## config.mk

```make
export PLATFORM = sky130hd
export DESIGN_NAME = lab_counter
export DESIGN_NICKNAME = d
export VERILOG_FILES = /design/src/rtl/lab_counter.sv
export SDC_FILE = /design/constraint.sdc
export NUM_CORES = 1
export LEC_CHECK = 0
export CAP_MARGIN = 15
export CORE_AREA = 2 2 39 41
export DETAILED_ROUTE_END_ITERATION = 7
export DIE_AREA = 0 0 41 43
export PLACE_DENSITY = 0.78
export SLEW_MARGIN = 10
export SYNTH_ARGS = -nofsm -noshare
export SYNTH_HDL_FRONTEND = slang
export SYNTH_HIERARCHICAL = 1
export SYNTH_SLANG_ARGS = --single-unit
export TNS_END_PERCENT = 50
```

## constraint.sdc

```tcl
create_clock -name CLK -period 2.5 [get_ports CLK]
set_clock_uncertainty 0.15 [all_clocks]
set_input_delay 0.5 -clock CLK [delete_from_list [all_inputs] [get_ports CLK]]
set_output_delay 0.5 -clock CLK [all_outputs]
set_load 0.1 [all_outputs]
```

## src/rtl/lab_counter.sv

```systemverilog
// 8-bit loadable up-counter for the toy processor datapath.
// Loads a parallel value, increments through a half-adder ripple chain, or holds.

module lab_half_adder (
    input  logic a,
    input  logic b,
    output logic sum,
    output logic carry
);

    assign sum   = a ^ b;
    assign carry = a & b;

endmodule

module lab_counter #(
    parameter int WIDTH = 8
) (
    input  logic             CLK,
    input  logic             Reset,
    input  logic [WIDTH-1:0] Count_in,
    input  logic             Load,
    input  logic             count,
    output logic [WIDTH-1:0] Count_out
);

    logic [WIDTH-1:0] count_r;
    logic [WIDTH-1:0] inc_s;
    logic [WIDTH-1:0] next_s;
    logic [WIDTH-1:0] carry_s;
    logic             final_carry_unused_s;

    // Carry-in of one at bit 0 turns the half-adder chain into a +1 incrementer.
    assign carry_s[0] = 1'b1;

    for (genvar i = 0; i < WIDTH; i++) begin : g_inc
        if (i < WIDTH - 1) begin : g_mid
            lab_half_adder u_ha (
                .a     (count_r[i]),
                .b     (carry_s[i]),
                .sum   (inc_s[i]),
                .carry (carry_s[i+1])
            );
        end else begin : g_last
            // Carry out of the top bit is dropped, giving modulo-2^WIDTH wrap.
            lab_half_adder u_ha (
                .a     (count_r[i]),
                .b     (carry_s[i]),
                .sum   (inc_s[i]),
                .carry (final_carry_unused_s)
            );
        end
    end

    // Next-state select: load has priority over increment, otherwise hold.
    always_comb begin
        next_s = count_r;
        if (Load) begin
            next_s = Count_in;
        end else if (count) begin
            next_s = inc_s;
        end else begin
            next_s = count_r;
        end
    end

    // Counter state register with asynchronous clear.
    always_ff @(posedge CLK or negedge Reset) begin
        if (!Reset) begin
            count_r <= {WIDTH{1'b0}};
        end else begin
            count_r <= next_s;
        end
    end

    assign Count_out = count_r;

endmodule

```

==> impl_results.md <==
* Worst R2R Path Depth at 10
* Final setup TNS at 0 ns
* Root Buffer: clkbuf_4
* Sequential area share after synthesis at 41.99%
* GP Congestion at 0.6758
* Combinational power share at 43.1%
* Mapped Area at 476.7 um^2
* Syn avg cell area at 11.09 um^2
* Final hold vios at 0
* CTS tree: built
* Vias per cell at 4.790
* Final setup viols at 0
* Finished Cell Area at 729.5 um^2
* Core ar. at 0.001384 mm^2
* Total wire length at 919 um
* Nets@finish at 86
* Hold buffer count at CTS at 0
* Synth cell count leaders: 8 x dfrtp_1, 8 x ha_1, 8 x mux2i_1, 8 x nand2_1, 8 x o21ai_1
* Final ANT Viol Nets at 0
* Area post-placement at 663.1 um^2
* Clock power frac at 22.9%
* Ys flop type: dfrtp_1
* Fin util at 52.71%
* Fillers at 125
* Seq pwr share at 34.0%
* Die area at 0.001763 mm^2
* Die X at 41 um
* CP required at 2.47 ns
* Max-slew headroom at 66.73%
* CTS H-Tree Depth at 1
* Final Max Slew Viols at 0
* I/O pin count at 20
* Crit path from: Count_out[0]
* Yosys top cell area share at 41.99%
* CTS Buf Count at 3
* # diodes at 0
* Clock buffer depth at 2
* Router iterations before antenna repair at 4
* Synth warn at 6
* Max reg flops at 8
* Area grow syn2layout at 53.02%
* FF+latch count, synth at 8
* Status: complete, no violations
* Pin count of the biggest net entering global routing at 17
* Syn Nets at 63
* Tmin final at 2.412 ns
* Max Fclk at 414.6 MHz
* Worst Max-Slew Pin Slew at 0.4975 ns
* EDFF count, synth at 0
* Worst EP arrival at 2.38 ns
* Initial core utilization at 34.45%
* Setup crit end: Count_out[7]
* Worst-Skew Late Latency at 0.25 ns
* Synth Instances at 43
* Routed via count at 388
* Worst setup SP type: flip-flop
* Grt total ovfl at 0
* Clock sinks at 8
* Largest area contributor in the netlist: dfrtp_1
* Power Density at 652.3 mW/mm^2
* Worst-path clk slew at 0.07 ns
* Synth cell types at 7
* Peak VDD IR at 0.0003935 V
* Count of input and output buffers at 19
* Die Span Y at 43 um
* Post-detail-place hpwl at 706.8 um
* Critical path type: reg -> reg
* Leak pwr at 0.3381 nW
* FF-to-FF setup slack at 0.09 ns
* DRC at 0
* Synth area leaders: dfrtp_1 42%, ha_1 21%, mux2i_1 17%
* Worst hold path type: in -> async
* Sw power at 0.2088 mW
* Internal at 0.2671 mW
* CP endpoint kind: flip-flop
* Routed wire per std cell at 11.35 um
* Initial drt markers at 3
* CP Max Fanout at 2
* Initial antenna violation count at 0
* Worst flop-to-flop path startpoint: Count_out[0]
* Global Route Usage Sum at 12.04%
* Asr flop ratio synth at 100.0%
* First-pass GRT wire length at 1400 um
* Max-cap violations at 0
* Fin crit share at 96.48%
* Layout cells sized above 1 at 32.31%
* Sw Share at 43.87%
* Standard-cell rows at 14
* Vias in the first global route at 357
* R2r endpoint: Count_out[7]
## through the flow
| step | setup WS [ns] | total power [mW] | hold slack, ns | cells |
|---|---|---|---|---|
| 6_report | 0.08809 | 0.4758 | 0.3784 | 81 |
| 5_1_grt | -0.003851 | 0.5021 | 0.3909 | 81 |
| 4_1_cts | 0.006495 | 0.4777 | 0.3807 | 81 |
| 3_5_place_dp | -0.007242 | 0.3629 | 0.4287 | 76 |
| 3_3_place_gp | 0.01337 | 0.3597 | 0.4142 | 76 |
| 2_1_floorplan | 0.03698 | 0.3094 | 0.05441 | 43 |
## critical path, stage by stage, from the launching register on
cell	delay, ns
dfrtp_4	0.49
ha_4	0.16
ha_1	0.18
ha_2	0.18
ha_4	0.16
ha_4	0.15
ha_2	0.16
ha_2	0.16
ha_1	0.26
mux2i_1	0.16
o21ai_1	0.07
## layout make-up
| class | instances | area [um^2] | share of cell area [%] |
|---|---|---|---|
| Timing Repair Buffer | 20 | 177.7 | 24.36 |
| Clock buffer | 4 | 26.28 | 3.602 |
| Tap cell | 16 | 20.02 | 2.744 |
| Multi-Input combinational cell | 33 | 299.0 | 40.99 |
| Sequential cell | 8 | 206.4 | 28.30 |
## worst min path at each step
| stage | from | cells after the start | to | slack, ns |
|---|---|---|---|---|
| 6_report | Reset | 1 | Count_out[0] | 0.38 |
| 5_1_grt | Reset | 1 | Count_out[0] | 0.39 |
| 4_1_cts | Reset | 1 | Count_out[0] | 0.38 |
| 3_5_place_dp | Count_out[3] | 2 | Count_out[3] | 0.43 |
| 3_3_place_gp | Count_out[3] | 2 | Count_out[3] | 0.41 |
| 2_1_floorplan | Reset | 0 | Count_out[1] | 0.05 |
## metal layers
| metal | share of wire, % | track usage, % |
|---|---|---|
| met5 | 0 | 0 |
| met4 | 0 | 6.000 |
| met3 | 3.5 | 3.141 |
| met2 | 53 | 18.75 |
| met1 | 44 | 14.52 |
## timing repair
| action | 4_1_cts | 5_1_grt |
|---|---|---|
| resized for setup | 1 | 6 |
| hold endpoints to repair | 0 | 0 |
| buffers inserted | 1 | 0 |
| endpoints found under the setup margin | 1 | 1 |
## kinds of logic after synthesis
family	Yosys count	share of synthesized area, %
AO/OA/AOI/OAI	8	8.399
adder cells (fa/ha/maj)	8	21.00
multiplexers	8	16.80
flip-flops	8	41.99
buffers and inverters	2	4.724
other	1	0.7866
AND/OR/NAND/NOR	8	6.299
## power by group through the flow
stage / registers [mW] / clock network [mW] / logic [mW]
CTS: 0.160 / 0.114 / 0.204
finish: 0.162 / 0.109 / 0.205
global placement: 0.162 / 0 / 0.198
floorplan: 0.269 / 0 / 0.0400
detailed placement: 0.163 / 0 / 0.200
global route: 0.164 / 0.122 / 0.217
## layout by cell type, fill, tap and decap left out, drive strengths merged
master and n:
nand2 8, o21ai 8, clkdlybuf4s50 11, buf 9
conb 1, ha 8, clkbuf 4, dfrtp 8
mux2i 8
Power figures use the tool's default switching activity.
